**config.mk**
```make
export PLATFORM = sky130hd
export DESIGN_NAME = imem_loader
export DESIGN_NICKNAME = d
export VERILOG_FILES = /design/src/rtl/imem_loader.sv
export SDC_FILE = /design/constraint.sdc
export NUM_CORES = 1
export LEC_CHECK = 0
export ABC_AREA = 1
export BUFFER_PORTS_ARGS = -buffer_cell sky130_fd_sc_hd__buf_2
export CAP_MARGIN = 20
export CORE_MARGIN = 5
export CORE_UTILIZATION = 45
export CTS_CLUSTER_DIAMETER = 80
export CTS_CLUSTER_SIZE = 40
export DETAILED_ROUTE_END_ITERATION = 7
export GPL_TIMING_DRIVEN = 0
export PLACE_DENSITY = 0.65
export RECOVER_POWER = 25
export SETUP_SLACK_MARGIN = 0.15
export SYNTH_ARGS = -nofsm -noshare
export SYNTH_HDL_FRONTEND = slang
export SYNTH_SLANG_ARGS = --single-unit
```
**constraint.sdc**
```tcl
create_clock -name clk -period 3.4 [get_ports clk]
set_clock_uncertainty 0.15 [all_clocks]
set_input_delay 0.51 -clock clk [delete_from_list [all_inputs] [get_ports clk]]
set_output_delay 0.51 -clock clk [all_outputs]
set_load 0.01 [all_outputs]
```
**src/rtl/imem_loader.sv**
```systemverilog
// Boot-time instruction memory loader: assembles big-endian words from a byte
// stream, writes them to consecutive word addresses and verifies a trailing checksum.
module imem_loader #(
    parameter int ADDR_W    = 8,
    parameter int MAX_WORDS = 64
) (
    input  logic              clk,
    input  logic              reset,
    input  logic              start,
    input  logic [ADDR_W-2:0] load_words,
    input  logic              in_valid,
    input  logic [7:0]        in_data,
    output logic              in_ready,
    output logic              mem_we,
    output logic [ADDR_W-1:0] mem_addr,
    output logic [31:0]       mem_wdata,
    output logic              cpu_hold,
    output logic              busy,
    output logic              done,
    output logic              error,
    output logic [ADDR_W-2:0] words_loaded
);

    localparam int CNT_W = ADDR_W - 1;

    typedef enum logic [2:0] {
        IDLE,
        RECV,
        WRITE,
        CHECK,
        DONE,
        ERR
    } state_t;

    state_t           state;
    state_t           next_state;
    logic [CNT_W-1:0] word_count;
    logic [CNT_W-1:0] next_word_count;
    logic [CNT_W-1:0] next_words_loaded;
    logic [1:0]       byte_idx;
    logic [1:0]       next_byte_idx;
    logic [31:0]      word_buf;
    logic [31:0]      next_word_buf;
    logic [7:0]       sum;
    logic [7:0]       next_sum;
    logic [7:0]       check_total;
    logic             accept;

    always_ff @(posedge clk or posedge reset) begin
        if (reset) begin
            state <= IDLE;
        end else begin
            state <= next_state;
        end
    end

    always_comb begin
        next_state        = state;
        next_word_count   = word_count;
        next_words_loaded = words_loaded;
        next_byte_idx     = byte_idx;
        next_word_buf     = word_buf;
        next_sum          = sum;
        accept            = in_valid && in_ready;
        check_total       = sum + in_data;

        case (state)
            IDLE, DONE, ERR: begin
                if (start) begin
                    next_words_loaded = '0;
                    next_byte_idx     = '0;
                    next_sum          = '0;
                    next_word_buf     = '0;
                    next_word_count   = load_words;
                    if (int'(load_words) > MAX_WORDS) begin
                        next_state = ERR;
                    end else if (load_words == '0) begin
                        next_state = CHECK;
                    end else begin
                        next_state = RECV;
                    end
                end
            end
            RECV: begin
                if (accept) begin
                    // Shifting in from the bottom leaves the first byte in [31:24] after four transfers.
                    next_word_buf = {word_buf[23:0], in_data};
                    next_sum      = sum + in_data;
                    next_byte_idx = byte_idx + 2'd1;
                    if (byte_idx == 2'd3) begin
                        next_state = WRITE;
                    end
                end
            end
            WRITE: begin
                next_words_loaded = words_loaded + CNT_W'(1);
                next_state        = (next_words_loaded == word_count) ? CHECK : RECV;
            end
            CHECK: begin
                if (accept) begin
                    next_state = (check_total == 8'd0) ? DONE : ERR;
                end
            end
            default: begin
                next_state = IDLE;
            end
        endcase
    end

    // Outputs are registered from the next-state decode so they line up with the state they describe.
    always_ff @(posedge clk or posedge reset) begin
        if (reset) begin
            word_count   <= '0;
            words_loaded <= '0;
            byte_idx     <= '0;
            word_buf     <= '0;
            sum          <= '0;
            in_ready     <= 1'b0;
            mem_we       <= 1'b0;
            mem_addr     <= '0;
            mem_wdata    <= '0;
            cpu_hold     <= 1'b1;
            busy         <= 1'b0;
            done         <= 1'b0;
            error        <= 1'b0;
        end else begin
            word_count   <= next_word_count;
            words_loaded <= next_words_loaded;
            byte_idx     <= next_byte_idx;
            word_buf     <= next_word_buf;
            sum          <= next_sum;
            in_ready     <= (next_state == RECV) || (next_state == CHECK);
            mem_we       <= (next_state == WRITE);
            if (next_state == WRITE) begin
                mem_addr  <= {words_loaded[ADDR_W-3:0], 2'b00};
                mem_wdata <= next_word_buf;
            end
            cpu_hold <= (next_state != DONE);
            busy     <= (next_state == RECV) || (next_state == WRITE) || (next_state == CHECK);
            done     <= (next_state == DONE);
            error    <= (next_state == ERR);
        end
    end

endmodule

```
# Word level (Yosys, flattened, before mapping)
# Cells that the tools add are included.
# W data, S select, Z words.
[totals]
inputBits = 19
output_inout_bits = 53
elab_cells = 66
reg_bits = 103
[classes]
n_mux = 20
n_addsub = 3
reduce_logical = 13
magnitude_cmp = 1
n_eq_ne = 15
[op_table]
columns = ["cell", "count"]
rows = [
  ["$mux W32", 2],
  ["$pmux W32 S2", 1],
  ["$mux W8", 2],
  ["$pmux W8 S2", 1],
  ["$mux W3", 5],
  ["$pmux W7 S2", 1],
  ["$eq A3 B2 Y1 const B", 4],
  ["$eq A3 B3 Y1 const B", 4],
  ["$pmux W3 S4", 1],
  ["$add A8 B8 Y8", 1],
  ["$logic_not A8 Y1", 1],
  ["$mux W2", 4],
  ["$add A7 B1 Y7 const B", 1],
  ["$eq A7 B7 Y1", 1],
  ["$gt A7 B7 Y1 const B", 1],
  ["$logic_not A7 Y1", 1],
  ["$mux W7", 1],
  ["$eq A3 B1 Y1 const B", 2],
  ["$ne A2 B2 Y1 const B", 2],
  ["$pmux W2 S2", 1],
  ["$reduce_and A2 Y1", 2],
  ["$reduce_bool A2 Y1", 2],
  ["$logic_not A3 Y1", 1],
  ["$logic_or A1 B1 Y1", 3],
  ["other kinds (7)", 7],
]

# Longest topological paths before layout
# Gate-level depths: netlist of run 1.
[logic_depth]
depth_word = 8
ltp_mapped = 14
mapped_depth_nobuf = 14

# Worst setup path after synthesis of run 1
# OpenSTA, ideal clock, no wires.
[synth_path]
kind = "input to register"
start = "input in_data[0]"
end = "register busy"
n_path_buf = 0
setup_slack_ns = 1.226
arrival_time_ns = 1.906
stages = 14
setup_time_ns = 0.119
required_time_ns = 3.131
path_cell_list = "ha_1 > fa_1 > nand2_1 > nand2_1 > nand3_1 > nand2_1 > nand2_1 > nand2_1 > nor2_1 > nand2_1 > nand2_1 > nand2_1 > nor2_1 > nor2_1"
[synth_via]
elab_chain_len = 8
[synth_rtl]
columns = ["item", "line_no", "source"]
rows = [
  ["start: declaration", "12", "input logic [7:0] in_data,"],
  ["$add A8 B8 Y8 *", "65", "check_total = sum + in_data;"],
  ["$logic_not A8 Y1 *", "101", "next_state = (check_total == 8'd0) ? DONE : ERR;"],
  ["$mux W1 *", "101", ""],
  ["$mux W3 *", "100", "if (accept) begin"],
  ["$pmux W3 S4 *", "67", "case (state)"],
  ["via next_state[0]", "36", "state_t next_state;"],
  ["$eq A3 B1 Y1 or $eq A3 B2 Y1 (tied branches)", "139", "busy <= (next_state == RECV) || (next_state == WRITE) || (next_state == CHECK);"],
  ["$logic_or A1 B1 Y1", "139", ""],
  ["$logic_or A1 B1 Y1 *", "139", ""],
  ["end signal: assignment", "139", ""],
  ["end: declaration", "18", "output logic busy,"],
]
# The timed path passes the listed nets; every way through them passes the cells marked *.
# A chain may end at the register's enable or synchronous reset.

# Worst setup path in the final report of run 1
[layout_path]
start = "register sum[0]"
end = "register busy"
[layout_via]
elab_chain_len = 8
[layout_rtl]
columns = ["item", "line_no", "source"]
rows = [
  ["start: declaration", "44", "logic [7:0] sum;"],
  ["start signal: assignment", "131", "sum <= next_sum;"],
  ["$add A8 B8 Y8 *", "65", ""],
  ["$logic_not A8 Y1 *", "101", ""],
  ["$mux W1 *", "101", ""],
  ["$mux W3 *", "100", ""],
  ["$pmux W3 S4 *", "67", ""],
  ["via next_state[0]", "36", ""],
  ["$eq A3 B1 Y1 or $eq A3 B2 Y1 (tied branches)", "139", ""],
  ["$logic_or A1 B1 Y1", "139", ""],
  ["$logic_or A1 B1 Y1 *", "139", ""],
]
# Marks and branches as above.

==> results.py, run 1 <==
metrics = {
    "critical_path": {
        "critical_path.top_delay_family": "simple AND/OR/NAND/NOR gates",
        "cp-end-kind": "flip-flop",
        "slowest_stage": "fa_1",
        "cp_max_fo": 4,
        "crit_buf_inv": 0,
        "cp.depth": 14,
        "crit_arrival_ns": 2.35,
        "worstPathCellList": "ha_1, fa_1, nand2_1, nand2_1, nand3_1, nand2_1, nand2_1, nand2_1, nor2_1, nand2_1, nand2_1, nand2_1, nor2_1, nor2_1",
        "crit_top_cell": "nand2_1",
        "cp-start-kind": "flip-flop",
        "crit_required_ns": 3.52,
        "crit_type": "flip-flop to flip-flop",
        "rr_worst_depth": 14,
        "slowest_delay_ns": 0.43,
    },
    "sta": {
        "tns_ns": 0,
        "slew_headroom_pct": 25.77,
        "rsz0062_at_grt": "false",
        "fin_crit_sh_pct": 65.78,
        "timing.final.max_slew_violations": 0,
        "tightest_slew_ns": 1.107,
        "period_minus_slack_ns": 2.237,
        "fmax_mhz": 447.1,
        "setup_viol": 0,
        "hold_viol": 0,
        "hold_slack_ns": 0.1924,
    },
    "final_layout": {
        "multi_input_area_um2": 1665,
        "n_antenna_cell": 0,
        "drive_above_1_share_pct": 26.58,
        "syn_to_final_growth_pct": 16.16,
        "fillCellCount": 907,
        "fin_util_pct": 53.88,
        "nets": 577,
        "ff_latch_area_um2": 2579,
    },
    "yosys": {
        "ys_seq_area_share_pct": 56.36,
        "ys_warn_count": 0,
        "synth-seq-cells": 103,
        "synthCells": 465,
        "avgSynthCellArea_um2": 9.840,
        "synth_cell_types": 31,
        "syn_area_um2": 4576,
    },
    "route": {
        "wl_per_cell_um": 14.50,
        "vias": 3423,
        "dr.first_iter.drc_count": 176,
        "drt-total-wl_um": 9945,
        "drt_first_pass_iters": 4,
        "viasPerCell": 4.990,
        "antenna_left": 0,
        "drc": 0,
    },
    "cts": {
        "cts_setup_buffers": 0,
        "clockBufferDepth": 2,
        "cts_buffers": 9,
        "cts-resized-gates": 0,
        "cts_tree": "built",
        "clkTransAtPathRegs_ns": 0.10,
        "htree_levels": 3,
        "cts_sinks": 103,
        "postCtsHoldBufs": 0,
        "clkLatencyLatePin_ns": 0.37,
        "root_buffer": "clkbuf_8",
    },
    "power_and_ir_drop": {
        "leakage_nw": 2.831,
        "p_total_mw": 4.341,
        "pwr_density_cell_nw_per_um2": 816.7,
        "vdd_drop_max_v": 0.0003826,
    },
    "placed_design": {
        "hpwl_um": 7532,
        "gp_congestion": 0.8178,
        "port_buffers": 69,
    },
    "global_routing": {
        "grt_pass1_vias": 3563,
        "overflow": 0,
        "antenna_found_initial": 0,
        "grt_pass1_wl_um": 17080,
        "grt_max_degree": 43,
        "grt_use_total_pct": 17.00,
    },
    "floorplanning": {
        "die_h_um": 110.8,
        "die_area_um2": 12280,
        "core_area_um2": 9864,
        "start_util_pct": 46.39,
        "num_rows": 36,
        "die_x_um": 110.8,
        "num_io_pins": 72,
    },
    "worst_hold_path": {
        "hold_path.class": "primary input to asynchronous set/reset pin",
    },
    "flow_run": {
        "max-cap-violations": 0,
    },
    "status": {
        "outcome": "finished clean",
    },
}
metal layers:
layer,GRT usage [%],vias to the layer above,part of all wire [%]
met5,0,-,0
met4,4.023,0,1.1
met3,5.186,12,5.0
met2,26.82,92,47
met1,23.14,1634,47
li1,-,1685,-
worst register-to-register path: stages (launching register included):
cell	delay (ns)
dfrtp_1	0.39
ha_1	0.22
fa_1	0.43
nand2_1	0.09
nand2_1	0.08
nand3_1	0.10
nand2_1	0.06
nand2_1	0.05
nand2_1	0.06
nor2_1	0.10
nand2_1	0.07
nand2_1	0.06
nand2_1	0.08
nor2_1	0.14
nor2_1	0.05
cell usage after synthesis:
library cell,number,area share [%]
inv_2,4,0.33
inv_1,57,4.7
mux2_2,32,7.9
xor2_1,1,0.19
nand4_1,2,0.27
a31oi_1,1,0.14
nor3_4,1,0.36
dfrtp_1,102,56
buf_6,3,0.74
buf_4,5,0.82
fa_1,1,0.44
ha_1,9,2.5
nor2_4,1,0.25
xnor2_1,2,0.38
nor2_1,25,2.1
nand3_1,41,4.5
a21oi_1,12,1.3
or2_2,1,0.14
buf_2,7,0.77
nand2_2,2,0.27
nand2_4,2,0.49
o31ai_1,1,0.16
nor2_8,1,0.44
o21ai_0,20,2.2
o21ai_1,5,0.55
conb_1,1,0.082
nand2_1,96,7.9
o22ai_1,21,2.9
nor3_1,5,0.55
nand3b_1,3,0.49
dfstp_2,1,0.57
layout make-up:
type | instances | area share (%)
flip-flops and latches | 103 | 48.52
multi-input cells | 287 | 31.33
repair buffers | 71 | 7.250
inverters | 61 | 4.331
well taps | 133 | 3.131
clock buffers | 11 | 2.660
plain buffers | 15 | 2.001
clock inverters | 5 | 0.7768
cells in the final DEF (no fill, tap or decap), types with 2 or more instances in the layout:
master,n
mux2_2,32
conb_1,2
xnor2_1,2
o22ai_1,21
ha_1,9
nand2_1,96
o21ai_0,20
nand3b_1,3
nand2_2,2
buf_12,2
inv_2,4
inv_1,56
o21ai_1,5
a21oi_1,12
nor3_1,5
buf_6,3
dfrtp_1,102
nand2_4,2
buf_4,5
nor2_1,25
nand3_1,41
buf_2,76
clkbuf_8,10
nand4_1,2
where the power goes:
| group | switching (mW) | internal, mW |
|---|---|---|
| Sequential | 0.223 | 1.69 |
| Combinational | 1.03 | 0.679 |
| Clock | 0.421 | 0.295 |
| Total | 1.68 | 2.66 |
registers in the layout, indices dropped and copies added (netlist names):
name and count:
word_buf 32, cpu_hold 1, word_count 7, busy 1, words_loaded 7, byte_idx 2
mem_we 1, mem_addr 6, in_ready 1, mem_wdata 32, error 1, state 3
done 1, sum 8
path summary, 6_finish.rpt:
check,endpoint,start,slack (ns)
min in group clk,word_count[1],load_words[1],0.21
worst max-delay path,busy,sum[0],1.16
worst min register to register,mem_wdata[20],mem_wdata[20],0.36
worst min-delay path,mem_wdata[1],reset,0.19
max in group asynchronous,mem_we,reset,2.19
worst max register to register,busy,sum[0],1.16
metrics by stage:
| stage | cells | setup WS (ns) | area (µm²) |
|---|---|---|---|
| final | 686 | 1.163 | 5315 |
| after global routing | 686 | 0.9613 | 5315 |
| after CTS | 686 | 1.161 | 5318 |
| after detailed placement | 670 | 0.8941 | 5135 |
| after global placement | 668 | 0.8768 | 5095 |
| after floorplan | 466 | 1.226 | 4583 |
cell families after synthesis:
logic type               after synthesis  share of synthesized area, %
AO/OA/AOI/OAI                         60                         7.219
XOR/XNOR                               3                        0.5743
adder cells (fa/ha/maj)               10                         2.899
buffers and inverters                 76                         7.328
flip-flops                           103                         56.36
multiplexers                          32                         7.875
other                                  1                       0.08196
AND/OR/NAND/NOR                      180                         17.66
Power figures use the tool's default switching activity.
==> run 2: changes to the inputs <==
--- a/config.mk
+++ b/config.mk
@@ -5,7 +5,7 @@
 export SDC_FILE = /design/constraint.sdc
 export NUM_CORES = 1
 export LEC_CHECK = 0
-export ABC_AREA = 1
+export ABC_AREA = 0
 export BUFFER_PORTS_ARGS = -buffer_cell sky130_fd_sc_hd__buf_2
 export CAP_MARGIN = 20
 export CORE_MARGIN = 5
@@ -14,7 +14,7 @@
 export CTS_CLUSTER_SIZE = 40
 export DETAILED_ROUTE_END_ITERATION = 7
 export GPL_TIMING_DRIVEN = 0
-export PLACE_DENSITY = 0.65
+export PLACE_DENSITY = 0.63
 export RECOVER_POWER = 25
 export SETUP_SLACK_MARGIN = 0.15
 export SYNTH_ARGS = -nofsm -noshare
==> constraint.sdc (replaced) <==
create_clock -name clk -period 2.1 [get_ports clk]
set_clock_uncertainty 0.15 [all_clocks]
set_input_delay 0.315 -clock clk [delete_from_list [all_inputs] [get_ports clk]]
set_output_delay 0.315 -clock clk [all_outputs]
set_load 0.01 [all_outputs]
==> results.py, run 2 <==
metrics = {
    "floorplanning": {
        "die_h_um": 107.1,
        "core_area_um2": 9196,
        "start_util_pct": 46.15,
        "num_rows": 35,
        "num_io_pins": 72,
        "die_area_um2": 11470,
        "die_x_um": 107.1,
    },
    "cts": {
        "clkLatencyLatePin_ns": 0.37,
        "clkTransAtPathRegs_ns": 0.10,
        "cts_tree": "built",
        "root_buffer": "clkbuf_8",
        "cts_sinks": 95,
        "htree_levels": 3,
        "cts_buffers": 9,
        "clockBufferDepth": 2,
    },
    "global_routing": {
        "antenna_found_initial": 0,
        "overflow": 0,
        "grt_max_degree": 41,
        "grt_pass1_vias": 3478,
        "grt_use_total_pct": 19.37,
        "grt_pass1_wl_um": 17670,
    },
    "placed_design": {
        "pre_cts_slack_ns": -0.3706,
        "hpwl_um": 7527,
        "dp.cells": 619,
        "gp_congestion": 0.8589,
        "dpl_cell_area_um2": 4797,
        "port_buffers": 69,
    },
    "power_and_ir_drop": {
        "leakage_nw": 2.466,
        "vdd_drop_max_v": 0.0006669,
        "pwr_density_cell_nw_per_um2": 1478,
        "p_total_mw": 7.735,
    },
    "critical_path": {
        "slowest_delay_ns": 0.42,
        "slowest_stage": "dfrtp_1",
        "crit_arrival_ns": 2.50,
        "rr_worst_depth": 10,
        "cp-end-kind": "flip-flop",
        "critical_path.top_delay_family": "compound AO/OA/AOI/OAI gates",
        "cp.depth": 10,
        "crit_buf_inv": 2,
        "crit_required_ns": 2.22,
        "cp-start-kind": "flip-flop",
        "cp_max_fo": 5,
        "crit_type": "flip-flop to flip-flop",
        "worstPathCellList": "ha_4, fa_2, buf_6, a211oi_2, o21bai_1, a21oi_2, xor2_1, a31o_4, inv_2, and2_4",
    },
    "yosys": {
        "synth-main-ff-cell": "dfrtp_1",
        "ys_warn_count": 0,
        "synth_area_leaders": "dfrtp_1 (55%), nand2_1 (8.7%), nand3_1 (4.8%)",
        "synth_cell_types": 50,
        "syn_area_um2": 4244,
        "synth_edf_count": 0,
        "yosysTopAreaCell": "dfrtp_1",
        "synth-seq-cells": 95,
        "avgSynthCellArea_um2": 9.734,
        "synthCells": 436,
        "async_reset_ff_share_pct": 100.0,
        "synth_most_common_cell": "nand2_1",
        "synth_top_area_share_pct": 55.42,
        "ys_seq_area_share_pct": 56.04,
        "synth_commonest_cells": "nand2_1 (98), dfrtp_1 (94), nand3_1 (41)",
    },
    "route": {
        "wl_met1_um": 4752,
        "wl_met2_um": 4880,
        "drt-total-wl_um": 10580,
        "wl_met3_um": 777,
        "wl_per_cell_um": 16.30,
        "viasPerCell": 5.384,
        "vias": 3494,
        "drc": 0,
        "highest_layer": "met4",
        "dr.first_iter.drc_count": 220,
        "drt_first_pass_iters": 4,
        "antenna_left": 0,
    },
    "sta": {
        "slew_headroom_pct": 53.59,
        "rsz0062_at_grt": "true",
        "setup_viol": 8,
        "tightest_slew_ns": 0.6948,
        "fin_crit_sh_pct": 113.4,
        "timing.final.max_slew_violations": 0,
        "fmax_mhz": 420.1,
        "setup_ws_ns": -0.2804,
        "period_minus_slack_ns": 2.380,
        "hold_viol": 0,
    },
    "final_layout": {
        "nets": 562,
        "largest_register_ff_count": 32,
        "design_area_um2": 5235,
        "layout_common_cells": "nand2_1 (98), dfrtp_1 (92), buf_2 (44), nand3_1 (40), nor2_1 (36)",
        "n_antenna_cell": 0,
        "reg.largest.list": "mem_wdata: 32 flops, word_buf: 24 flops, sum: 8 flops",
        "fin_cells": 649,
        "fin_util_pct": 56.93,
        "regMostFlops": "mem_wdata",
        "layout_commonest_cell": "nand2_1",
        "syn_to_final_growth_pct": 23.35,
        "drive_above_1_share_pct": 24.35,
    },
    "status": {
        "violations": "setup timing",
        "outcome": "finished with violations",
    },
    "worst_hold_path": {
        "hold_depth": 3,
        "hold_path.class": "primary input to flip-flop",
    },
    "flow_run": {
        "max-cap-violations": 0,
    },
}
## run 2: cell types whose count changed after synthesis, sizes merged, moves of 7 or more
cell and change:
xnor2 +8, inv -55, a31oi +31, a21oi -7, o22ai -21, nor2 +10, clkbuf +13, mux2 -26
o21ai -7, dfrtp -8
## run 2: where the power goes
group | internal, mW | switching, mW
sequential | 2.56 | 0.449
combinational | 1.51 | 2.04
clock | 0.482 | 0.692
## run 2: metrics by stage
step	setup TNS (ns)	hold WS (ns)
after floorplan	-0.4887	0.2704
after global placement	-14.64	0.3067
after detailed placement	-7.328	0.3097
after CTS	-1.623	0.02916
after global routing	-2.439	0.05000
final	-1.547	0.03826
## run 2: timing repair
| item | CTS | global route |
|---|---|---|
| endpoints found under the hold margin | 29 | 0 |
| resized for setup | 19 | 36 |
| buffers inserted | 6 | 7 |
| endpoints found under the setup margin | 80 | 49 |
| hold buffers | 1 | 0 |
| pin swaps | 12 | 16 |
## run 2: area by class of cell
class                           count  area, µm²
Sequential cell                    95       2381
Fill cell                         833       3961
Clock inverter                      6      52.55
Inverter                            7      35.03
Tap cell                          111      138.9
Buffer                             31      176.4
Multi-Input combinational cell    304       1846
Timing Repair Buffer               85      467.9
Clock buffer                       10      137.6
## run 2: cells by family after synthesis
logic type      count (synthesis)  synth area share (%)
compound gates                 75                 12.00
xor+xnor                       15                 3.095
fa+ha+maj                      10                 3.125
buf+inv                        38                 3.950
flops                          95                 56.04
mux                             6                 1.592
other cells                     1               0.08836
simple gates                  196                 20.11
## run 2: routing by layer
metal | up-vias | track usage [%]
met3 | 14 | 4.696
met2 | 103 | 29.18
li1 | 1692 | -
met5 | - | 0
met4 | 0 | 5.205
met1 | 1685 | 28.04
## run 2: path summary, 6_finish.rpt
kind                              from       endpoint  slack [ns]
setup / recovery                sum[0]          error       -0.28
hold / removal              in_data[3]    word_buf[3]        0.04
max in group asynchronous        reset  mem_wdata[13]        0.54
min in group asynchronous        reset    mem_addr[3]        0.44
setup reg to reg                sum[0]          error       -0.28
hold reg to reg            mem_addr[3]    mem_addr[3]        0.33
## run 2: worst reg2reg max path, stage by stage, from the launching register on
cell	delay, ns
dfrtp_1	0.42
ha_4	0.18
fa_2	0.38
buf_6	0.14
a211oi_2	0.17
o21bai_1	0.10
a21oi_2	0.13
xor2_1	0.24
a31o_4	0.22
inv_2	0.04
and2_4	0.12
==> run 3: changes to the inputs <==
--- a/config.mk
+++ b/config.mk
@@ -6,12 +6,11 @@
 export NUM_CORES = 1
 export LEC_CHECK = 0
 export ABC_AREA = 0
-export BUFFER_PORTS_ARGS = -buffer_cell sky130_fd_sc_hd__buf_2
+export BUFFER_PORTS_ARGS = -buffer_cell sky130_fd_sc_hd__clkbuf_2
 export CAP_MARGIN = 20
 export CORE_MARGIN = 5
 export CORE_UTILIZATION = 45
 export CTS_CLUSTER_DIAMETER = 80
-export CTS_CLUSTER_SIZE = 40
 export DETAILED_ROUTE_END_ITERATION = 7
 export GPL_TIMING_DRIVEN = 0
 export PLACE_DENSITY = 0.63
==> results.py, run 3 (synthesized netlist as in run 2, its figures left out) <==
metrics = {
    "sta": {
        "hold_slack_ns": 0.04351,
        "fmax_mhz": 427.9,
        "hold_viol": 0,
        "fin_crit_sh_pct": 111.3,
        "setup_ws_ns": -0.2370,
        "period_minus_slack_ns": 2.337,
        "slew_headroom_pct": 50.67,
        "tightest_slew_ns": 0.7400,
        "rsz0062_at_grt": "true",
        "setup_viol": 7,
        "timing.final.max_slew_violations": 0,
    },
    "critical_path": {
        "crit_type": "flip-flop to flip-flop",
        "crit_arrival_ns": 2.44,
        "crit_required_ns": 2.21,
        "cp-start-kind": "flip-flop",
        "cp-end-kind": "flip-flop",
        "cp_max_fo": 5,
    },
    "final_layout": {
        "reg.largest.list": "mem_wdata: 32 flops, word_buf: 24 flops, sum: 8 flops",
        "largest_register_ff_count": 32,
        "layout_common_cells": "nand2_1 (97), dfrtp_1 (93), clkbuf_2 (47), nand3_1 (41), nor2_1 (37)",
        "drive_above_1_share_pct": 23.11,
        "nets": 565,
        "syn_to_final_growth_pct": 23.26,
        "fin_util_pct": 56.88,
        "fin_cells": 652,
        "regMostFlops": "mem_wdata",
        "layout_commonest_cell": "nand2_1",
        "n_antenna_cell": 0,
        "design_area_um2": 5231,
    },
    "power_and_ir_drop": {
        "seq_power_share_pct": 38.9,
        "p_int_mw": 4.535,
        "leakage_nw": 2.491,
        "pwr_density_cell_nw_per_um2": 1473,
        "vdd_drop_max_v": 0.0006098,
        "comb_power_share_pct": 45.5,
        "power.switching_mw": 3.169,
        "p_clk_share_pct": 15.5,
        "p_sw_share_pct": 41.13,
    },
    "worst_hold_path": {
        "hold_path.class": "primary input to flip-flop",
    },
    "global_routing": {
        "grt_pass1_wl_um": 17170,
        "overflow": 0,
        "grt_use_total_pct": 18.95,
        "globalRouteMet1Util_pct": 27.07,
        "met2_usage_pct": 28.60,
        "grtUsageMet3_pct": 3.793,
        "grt_busiest_layer": "met2",
        "grt_max_degree": 40,
        "grt_pass1_vias": 3368,
        "antenna_found_initial": 0,
    },
    "placed_design": {
        "hpwl_um": 7631,
        "dpl_cell_area_um2": 4797,
        "port_buffers": 69,
        "dp.cells": 619,
        "pre_cts_slack_ns": -0.3621,
        "gp_congestion": 0.8653,
    },
    "cts": {
        "cts_buffers": 9,
        "cts_tree": "built",
        "clkLatencyLatePin_ns": 0.37,
        "root_buffer": "clkbuf_8",
        "clkTransAtPathRegs_ns": 0.11,
        "htree_levels": 3,
        "cts_sinks": 95,
        "clockBufferDepth": 2,
    },
    "route": {
        "dr.first_iter.drc_count": 187,
        "drt-total-wl_um": 10470,
        "drc": 0,
        "wl_per_cell_um": 16.06,
        "antenna_left": 0,
        "drt_first_pass_iters": 5,
        "viasPerCell": 5.387,
        "vias": 3512,
    },
    "floorplanning": {
        "core_area_um2": 9196,
        "die_x_um": 107.1,
        "num_rows": 35,
        "die_h_um": 107.1,
        "die_area_um2": 11470,
        "num_io_pins": 72,
        "start_util_pct": 46.15,
    },
    "flow_run": {
        "max-cap-violations": 0,
    },
    "status": {
        "violations": "setup timing",
        "outcome": "finished with violations",
    },
}
## run 3: area by class of cell
type	count	area, µm²
buffer	31	191.4
clock buffer	10	137.6
clock inverter	6	57.56
fill	826	3965
inverter	7	42.54
multi-input combinational	304	1803
sequential	95	2380
tap	111	138.9
timing repair buffer	88	480.5
## run 3: power groups by stage
| stage | Combinational, mW | Sequential [mW] | Clock [mW] |
|---|---|---|---|
| after floorplan | 2.00 | 3.12 | 0 |
| after global placement | 3.03 | 3.01 | 0 |
| after detailed placement | 3.11 | 3.05 | 0 |
| after CTS | 3.22 | 3.01 | 1.23 |
| after global routing | 3.90 | 3.10 | 1.31 |
| final | 3.51 | 3.00 | 1.20 |
## run 3: path summary, 6_finish.rpt
| path | start | to | slack (ns) | cells past startpoint |
|---|---|---|---|---|
| worst max-delay path | sum[0] | error | -0.24 | 9 |
| worst min-delay path | in_data[3] | word_buf[3] | 0.04 | 3 |
| worst max register to register | sum[0] | error | -0.24 | 9 |
| worst min register to register | mem_addr[4] | mem_addr[4] | 0.33 | 2 |
| max in group asynchronous | reset | words_loaded[0] | 0.26 | 4 |
| min in group asynchronous | reset | mem_wdata[30] | 0.40 | 3 |
## run 3: through the flow
step	power, mW	setup TNS [ns]
3_5_place_dp	6.160	-5.200
2_1_floorplan	5.118	-0.4887
6_report	7.704	-1.021
4_1_cts	7.455	-1.014
3_3_place_gp	6.037	-14.29
5_1_grt	8.315	-1.882
## run 3: repair_timing
item                                    in CTS  in global routing
endpoints found under the setup margin      71                 56
setup buffers                                1                 14
gates resized for setup                     17                 32
cloned                                       0                  1
hold endpoints to repair                    26                  0
pin swaps                                    3                  8
hold buffers                                 1                  0
## run 3: worst max-delay path: stages (launching register included)
cell and delay (ns):
dfrtp_1 0.40, ha_2 0.20, fa_2 0.38, a21o_1 0.18, a21oi_2 0.14, xor2_1 0.20, and4_1 0.23, a31o_4 0.18
inv_2 0.04, and2_4 0.12
## run 3: routing by layer
metal / vias to the layer above / part of all wire (%)
met5: - / 0
li1: 1698 / -
met3: 16 / 6.6
met4: 0 / 2.0
met2: 92 / 46
met1: 1706 / 46
